### src/rtl/cc_miss_req_scheduler_if.sv
// rtl/cc_miss_req_scheduler_if.sv - miss request / FIFO push / AXI AR / fill-done bundle
//
// Purpose: groups every signal of cc_miss_req_scheduler except clk/rst_n.
// Ports (slave = scheduler side):
//   miss_req_valid_i/addr_i -> miss_req_ready_o     request handshake from tag compare
//   miss_addr_fifo_full_i -> miss_addr_fifo_wren_o/wdata_o   miss address FIFO push
//   mem_ar*_o / mem_arready_i                         AXI read address channel
//   fill_done_i                                       one line written to SRAM
//   outstanding_o, err_o                              status
interface cc_miss_req_scheduler_if #(
   parameter int CNT_W = 3
);
   logic             miss_req_valid_i;
   logic [31:0]      miss_req_addr_i;
   logic             miss_req_ready_o;
   logic             miss_addr_fifo_full_i;
   logic             miss_addr_fifo_wren_o;
   logic [31:0]      miss_addr_fifo_wdata_o;
   logic             mem_arvalid_o;
   logic             mem_arready_i;
   logic [31:0]      mem_araddr_o;
   logic [3:0]       mem_arlen_o;
   logic [2:0]       mem_arsize_o;
   logic [1:0]       mem_arburst_o;
   logic             fill_done_i;
   logic [CNT_W-1:0] outstanding_o;
   logic             err_o;

   modport slave (
      input  miss_req_valid_i, miss_req_addr_i, miss_addr_fifo_full_i,
             mem_arready_i, fill_done_i,
      output miss_req_ready_o, miss_addr_fifo_wren_o, miss_addr_fifo_wdata_o,
             mem_arvalid_o, mem_araddr_o, mem_arlen_o, mem_arsize_o, mem_arburst_o,
             outstanding_o, err_o
   );

   modport master (
      output miss_req_valid_i, miss_req_addr_i, miss_addr_fifo_full_i,
             mem_arready_i, fill_done_i,
      input  miss_req_ready_o, miss_addr_fifo_wren_o, miss_addr_fifo_wdata_o,
             mem_arvalid_o, mem_araddr_o, mem_arlen_o, mem_arsize_o, mem_arburst_o,
             outstanding_o, err_o
   );
endinterface

### src/rtl/cc_miss_req_scheduler.sv
// rtl/cc_miss_req_scheduler.sv - cache-miss line fill scheduler (FIFO push + AXI WRAP AR)
//
// Purpose: accepts one miss at a time, pushes its address to the miss address
// FIFO, issues an 8 x 64-bit critical-word-first WRAP burst, caps outstanding
// fills at MAX_OUTSTANDING and stalls misses to lines already in flight.
// Ports:
//   clk    - clock, all state on rising edge
//   rst_n  - asynchronous active-low reset
//   bus    - cc_miss_req_scheduler_if.slave (request, FIFO push, AR channel,
//            fill_done, outstanding count, sticky error)
module cc_miss_req_scheduler #(
   parameter int MAX_OUTSTANDING = 4,
   parameter int CNT_W           = 3
) (
   input  logic                       clk,
   input  logic                       rst_n,
   cc_miss_req_scheduler_if.slave     bus
);

   localparam int PTR_W = (MAX_OUTSTANDING > 1) ? $clog2(MAX_OUTSTANDING) : 1;

   typedef enum logic [0:0] {
      ST_IDLE    = 1'b0,
      ST_AR_WAIT = 1'b1
   } state_t;

   state_t                r_state;
   logic                  r_active;     // first clock edge after reset seen
   logic                  r_arvalid;
   logic [31:0]           r_araddr;
   logic [CNT_W-1:0]      r_count;
   logic                  r_err;
   logic [PTR_W-1:0]      r_head;
   logic [PTR_W-1:0]      r_tail;
   logic [25:0]           r_tag [MAX_OUTSTANDING];
   logic [MAX_OUTSTANDING-1:0] r_tag_vld;

   logic                  w_line_hit;
   logic                  w_ready;
   logic                  w_accept;
   logic                  w_pop;
   logic [25:0]           w_req_tag;

   function automatic logic [PTR_W-1:0] f_next(input logic [PTR_W-1:0] p);
      if (p == PTR_W'(MAX_OUTSTANDING - 1)) begin
         return '0;
      end
      return p + 1'b1;
   endfunction

   assign w_req_tag = bus.miss_req_addr_i[31:6];

   // Compared against the tracker before this cycle's pop, so a miss to the
   // line that completes this cycle waits one more cycle.
   always_comb begin
      w_line_hit = 1'b0;
      for (int i = 0; i < MAX_OUTSTANDING; i++) begin
         if (r_tag_vld[i] && (r_tag[i] == w_req_tag)) begin
            w_line_hit = 1'b1;
         end
      end
   end

   assign w_ready  = r_active && (r_state == ST_IDLE)
                     && (r_count < CNT_W'(MAX_OUTSTANDING))
                     && !bus.miss_addr_fifo_full_i && !w_line_hit;
   assign w_accept = w_ready && bus.miss_req_valid_i;
   // A fill_done with nothing outstanding is an error, not a pop.
   assign w_pop    = bus.fill_done_i && (r_count != '0);

   always_ff @(posedge clk or negedge rst_n) begin
      if (!rst_n) begin
         r_state   <= ST_IDLE;
         r_active  <= 1'b0;
         r_arvalid <= 1'b0;
         r_araddr  <= '0;
         r_count   <= '0;
         r_err     <= 1'b0;
         r_head    <= '0;
         r_tail    <= '0;
         r_tag_vld <= '0;
         for (int i = 0; i < MAX_OUTSTANDING; i++) begin
            r_tag[i] <= '0;
         end
      end else begin
         r_active <= 1'b1;

         case (r_state)
            ST_IDLE: begin
               if (w_accept) begin
                  r_state   <= ST_AR_WAIT;
                  r_arvalid <= 1'b1;
                  r_araddr  <= {bus.miss_req_addr_i[31:3], 3'b000};
               end
            end
            ST_AR_WAIT: begin
               if (bus.mem_arready_i) begin
                  r_state   <= ST_IDLE;
                  r_arvalid <= 1'b0;
               end
            end
            default: begin
               r_state   <= ST_IDLE;
               r_arvalid <= 1'b0;
            end
         endcase

         // Push and pop never touch the same slot: a push needs count < MAX,
         // a pop needs count > 0, so head == tail excludes doing both there.
         if (w_accept) begin
            r_tag[r_tail]     <= w_req_tag;
            r_tag_vld[r_tail] <= 1'b1;
            r_tail            <= f_next(r_tail);
         end
         if (w_pop) begin
            r_tag_vld[r_head] <= 1'b0;
            r_head            <= f_next(r_head);
         end

         case ({w_accept, w_pop})
            2'b10:   r_count <= r_count + 1'b1;
            2'b01:   r_count <= r_count - 1'b1;
            default: r_count <= r_count;
         endcase

         if (bus.fill_done_i && (r_count == '0)) begin
            r_err <= 1'b1;
         end
      end
   end

   assign bus.miss_req_ready_o       = w_ready;
   assign bus.miss_addr_fifo_wren_o  = w_accept;
   assign bus.miss_addr_fifo_wdata_o = w_accept ? bus.miss_req_addr_i : 32'h0;
   assign bus.mem_arvalid_o          = r_arvalid;
   assign bus.mem_araddr_o           = r_araddr;
   assign bus.mem_arlen_o            = 4'd7;
   assign bus.mem_arsize_o           = 3'd3;
   assign bus.mem_arburst_o          = 2'b10;
   assign bus.outstanding_o          = r_count;
   assign bus.err_o                  = r_err;

endmodule

### src/flat_wrapper.sv
// flat-port wrapper written by rule: the top's interface ports become plain ports
module cc_miss_req_scheduler_flat 
#(
   parameter int MAX_OUTSTANDING = 4,
   parameter int CNT_W           = 3
)
  (clk, rst_n, bus_miss_req_valid_i, bus_miss_req_addr_i, bus_miss_addr_fifo_full_i, bus_mem_arready_i, bus_fill_done_i, bus_miss_req_ready_o, bus_miss_addr_fifo_wren_o, bus_miss_addr_fifo_wdata_o, bus_mem_arvalid_o, bus_mem_araddr_o, bus_mem_arlen_o, bus_mem_arsize_o, bus_mem_arburst_o, bus_outstanding_o, bus_err_o);
  cc_miss_req_scheduler_if #(.CNT_W(CNT_W)) bus_i ();
  input  logic clk;
  input  logic rst_n;
  input wire logic [$bits(bus_i.miss_req_valid_i)-1:0] bus_miss_req_valid_i;
  input wire logic [$bits(bus_i.miss_req_addr_i)-1:0] bus_miss_req_addr_i;
  input wire logic [$bits(bus_i.miss_addr_fifo_full_i)-1:0] bus_miss_addr_fifo_full_i;
  input wire logic [$bits(bus_i.mem_arready_i)-1:0] bus_mem_arready_i;
  input wire logic [$bits(bus_i.fill_done_i)-1:0] bus_fill_done_i;
  output wire logic [$bits(bus_i.miss_req_ready_o)-1:0] bus_miss_req_ready_o;
  output wire logic [$bits(bus_i.miss_addr_fifo_wren_o)-1:0] bus_miss_addr_fifo_wren_o;
  output wire logic [$bits(bus_i.miss_addr_fifo_wdata_o)-1:0] bus_miss_addr_fifo_wdata_o;
  output wire logic [$bits(bus_i.mem_arvalid_o)-1:0] bus_mem_arvalid_o;
  output wire logic [$bits(bus_i.mem_araddr_o)-1:0] bus_mem_araddr_o;
  output wire logic [$bits(bus_i.mem_arlen_o)-1:0] bus_mem_arlen_o;
  output wire logic [$bits(bus_i.mem_arsize_o)-1:0] bus_mem_arsize_o;
  output wire logic [$bits(bus_i.mem_arburst_o)-1:0] bus_mem_arburst_o;
  output wire logic [$bits(bus_i.outstanding_o)-1:0] bus_outstanding_o;
  output wire logic [$bits(bus_i.err_o)-1:0] bus_err_o;
  assign bus_i.miss_req_valid_i = bus_miss_req_valid_i;
  assign bus_i.miss_req_addr_i = bus_miss_req_addr_i;
  assign bus_i.miss_addr_fifo_full_i = bus_miss_addr_fifo_full_i;
  assign bus_i.mem_arready_i = bus_mem_arready_i;
  assign bus_i.fill_done_i = bus_fill_done_i;
  assign bus_miss_req_ready_o = bus_i.miss_req_ready_o;
  assign bus_miss_addr_fifo_wren_o = bus_i.miss_addr_fifo_wren_o;
  assign bus_miss_addr_fifo_wdata_o = bus_i.miss_addr_fifo_wdata_o;
  assign bus_mem_arvalid_o = bus_i.mem_arvalid_o;
  assign bus_mem_araddr_o = bus_i.mem_araddr_o;
  assign bus_mem_arlen_o = bus_i.mem_arlen_o;
  assign bus_mem_arsize_o = bus_i.mem_arsize_o;
  assign bus_mem_arburst_o = bus_i.mem_arburst_o;
  assign bus_outstanding_o = bus_i.outstanding_o;
  assign bus_err_o = bus_i.err_o;
  cc_miss_req_scheduler #(.MAX_OUTSTANDING(MAX_OUTSTANDING), .CNT_W(CNT_W)) u_core (.clk(clk), .rst_n(rst_n), .bus(bus_i));
endmodule
### config.mk
export PLATFORM = sky130hd
export DESIGN_NAME = cc_miss_req_scheduler_flat
export DESIGN_NICKNAME = d
export VERILOG_FILES = /design/src/rtl/cc_miss_req_scheduler_if.sv /design/src/rtl/cc_miss_req_scheduler.sv /design/src/flat_wrapper.sv
export SDC_FILE = /design/constraint.sdc
export NUM_CORES = 1
export LEC_CHECK = 0
export ABC_AREA = 1
export CAP_MARGIN = 10
export CORE_ASPECT_RATIO = 0.75
export CORE_MARGIN = 2
export CORE_UTILIZATION = 60
export DETAILED_ROUTE_END_ITERATION = 10
export GPL_ROUTABILITY_DRIVEN = 0
export PLACE_DENSITY = 0.9
export SYNTH_ARGS = -nofsm -noshare
export SYNTH_HDL_FRONTEND = slang
export SYNTH_SLANG_ARGS = --single-unit
### constraint.sdc
create_clock -name clk -period 4.6 [get_ports clk]
set_clock_uncertainty 0.15 [all_clocks]
set_input_delay 0.92 -clock clk [delete_from_list [all_inputs] [get_ports clk]]
set_output_delay 0.92 -clock clk [all_outputs]
set_load 0.005 [all_outputs]
==> impl_metrics.toml <==
[yosys]
ys_ff_latch = 148
synth_simple_gate_area_frac = 0.360
synth_cells = 1158
ys_seq_area_frac = 0.443
synth-edff-count = 0
synth-main-ff-cell = "dfrtp_1"
avgSynthCellArea_um2 = 7.23
synth_top_family_by_area = "simple AND/OR/NAND/NOR gates"
synth_warnings = 0
synth_compound_area_frac = 0.0377
synth.mux.area_fraction = 0
syn_area_mm2 = 0.00837
synthArstFlopShare = 1.00
synth_xor_area_frac = 0.0304
synth.distinct_cells = 34
synth_fa_ha_area_frac = 0.0159

[floorplan]
pin_count = 118
num_rows = 37
core_mm2 = 0.0137
dieArea_mm2 = 0.0149
die_width_um = 140
die_h_um = 106
start_util = 0.613

[critical_path]
cp.arrival_ns = 3.40
critPathBufInv = 4
worstSetupPathType = "in -> out"
worstSetupEndpointType = "output port"
crit_fanout = 48
r2r-start = "u_core.r_tag[29]"
reg2reg_slack_ns = 1.42
cp_num_cells = 13
crit_chain = "clkdlybuf4s50_1, xnor2_1, nand2_1, nor2_1, nand2_1, nor2_1, nand2_1, nand3_2, nor2_4, nand2_4, buf_12, inv_1, clkdlybuf4s50_1"
timing.critical_path.max_delay_family = "buffers and inverters"
critPathMostFrequentCell = "nand2_1"
slowest_stage = "clkdlybuf4s50_1"
cp_slowest_stage_delay_ns = 0.64
start_kind = "input pin"
cp.required_ns = 3.53
r2r_end = "u_core.bus.outstanding_o[2]"
crit_start = "bus_miss_req_addr_i[8]"
endpoint = "bus_miss_addr_fifo_wren_o"
worstRegToRegCells = 19

[sta]
maxSlewViolCount = 0
min_period_over_period = 0.972
final-setup-viol-count = 0
timing.slew.headroom = 0.279
setup-tns-final_ns = 0
worst_pin_slew_ns = 1.08
max_freq_ghz = 0.224
hold_viol_final = 0
rsz0062_at_grt = "false"
period_needed_ns = 4.47

[worst_hold_path]
hold_path.class = "in -> async"

[outcome]
outcome = "finished clean"

[cells_and_area]
final_layout_size_suffix_gt1_frac = 0.0798
nFillCells = 987
nets = 1288
area_growth_syn_to_layout_pct = 21.2
antennaDiodeCount = 0

[place]
io_buffers = 105
dp_hpwl_um = 14100

[clocking]
tritoncts = "built"
clockRootBuffer = "clkbuf_16"
clk_pin_slew_ns = 0.07
numClockSinks = 148
htree_num_levels = 4
clk_latency_ns = 0.43
cts_buffers = 17
clock_path_buffers = 2
cts_hold_buffers = 0

[global_routing]
grt_util_all_layers = 0.315
overflow = 0
grt_pass1_vias = 7460
antenna_found_initial = 0
grt_first_pass_wirelength_um = 37100
grt_max_degree = 106

[pwr]
finalPower_mw = 6.04
peakVddDrop_mv = 0.337
power_leakage_nw = 5.27
pwr_density_cell_mw_per_mm2 = 596

[drt]
drtIter0Drc = 960
via_count = 8129
viasPerCell = 5.69
totalWireLength_um = 23100
routedWlPerCell_um = 16.2
ant_nets = 0
first_pass_iters = 5
drcViolationCount = 0

[job]
cap_violations = 0
==> where the power goes <==
part           total (mW)  leakage [nW]  switching [mW]  internal (mW)
Clock                1.45         0.289           0.577          0.872
Sequential           2.38          1.93           0.466           1.91
Combinational        2.21          3.06            1.26          0.948
Total                6.04          5.27            2.30           3.73
==> layout by cell type, fill, tap and decap left out, drive strengths merged <==
cell	Yosys	final
nand2	457	457
fa	1	1
or2	6	6
a21oi	8	8
dlygate4sd2	0	1
bufinv	0	3
buf	67	33
a31o	1	1
o22ai	1	1
conb	2	13
clkinvlp	0	4
clkdlybuf4s50	0	95
clkinv	2	7
xnor2	23	23
nand3b	3	3
xor2	6	6
ha	9	9
o21ai	52	52
inv	131	133
dfrtp	148	148
clkbuf	17	18
dlymetal6s2s	0	7
nor2	98	98
nand3	15	15
nand4	111	111
==> per-stage QoR <==
step                      worst slack [ns]  area [um2]  std cells  hold slack (ns)   util
after global routing                0.0110       10100       1428            0.358  0.742
after global placement               0.145        9500       1396            0.302  0.695
after floorplan                       1.14        8410       1169            0.299      -
final                                0.127       10100       1428            0.331  0.742
after detailed placement            0.0847        9500       1396            0.319  0.695
after CTS                           0.0264       10100       1428            0.334  0.740
==> state kept, by name, summed over array words and instances (netlist names) <==
register / flops
u_core.r_head: 2
u_core.r_active: 1
u_core.bus.mem_araddr_o: 29
u_core.r_tag_vld: 4
u_core.r_state: 1
u_core.r_tail: 2
u_core.bus.err_o: 1
u_core.r_tag: 104
u_core.bus.outstanding_o: 3
u_core.bus.mem_arvalid_o: 1
==> routing by layer <==
metal	wire length, um	global-route usage
met1	9530	0.438
met2	10600	0.492
met3	2480	0.0662
met4	559	0.113
met5	0	0
==> synthesized netlist by cell type (2+ instances only) <==
library cell	count	area, um2
ha_1	9	113
conb_1	2	7.51
xor2_1	6	52.6
xnor2_1	23	201
dfrtp_1	148	3700
nand4_1	107	669
nor2_4	3	33.8
inv_2	21	78.8
nand3_1	14	70.1
nand2_1	455	1710
inv_1	110	413
nor2_1	93	349
a21oi_1	8	40.0
or2_0	3	18.8
nand4_4	4	85.1
clkbuf_1	15	56.3
nor2_2	2	12.5
clkinv_1	2	7.51
nand3b_1	3	22.5
clkbuf_2	2	10.0
o21ai_1	17	85.1
buf_4	17	128
buf_2	40	200
buf_1	9	33.8
or2_1	2	12.5
o21ai_0	35	175
==> layout make-up <==
| class | instances | area [um2] | share of cell area |
|---|---|---|---|
| Multi-Input combinational cell | 804 | 3770 | 0.372 |
| Sequential cell | 148 | 3700 | 0.365 |
| Timing Repair Buffer | 136 | 1330 | 0.131 |
| Inverter | 133 | 499 | 0.0492 |
| Clock buffer | 18 | 439 | 0.0433 |
| Tap cell | 175 | 219 | 0.0216 |
| Clock inverter | 14 | 178 | 0.0175 |
==> what timing repair did <==
item,in CTS,in global routing
setup endpoints to repair,9,33
gates resized for setup,1,10
setup buffers,0,0
==> how the worst min path moves through the flow <==
stage                                            from                           to  cells past startpoint
after global placement               u_core.bus.err_o             u_core.bus.err_o                      1
after CTS                            u_core.bus.err_o             u_core.bus.err_o                      1
after floorplan                      u_core.r_tag[23]             u_core.r_tag[23]                      2
after global routing      u_core.bus.mem_araddr_o[14]  u_core.bus.mem_araddr_o[14]                      2
after detailed placement             u_core.bus.err_o             u_core.bus.err_o                      1
final                                           rst_n  u_core.bus.outstanding_o[1]                      1
==> kinds of logic after synthesis <==
logic type / count (synthesis)
adders and majority gates: 10
buffers and inverters: 217
other: 2
AOI/OAI and AO/OA: 62
xor gates and xnor gates: 29
and+or+nand+nor: 690
DFF: 148
Note: power is estimated with default switching activity, not from simulation.
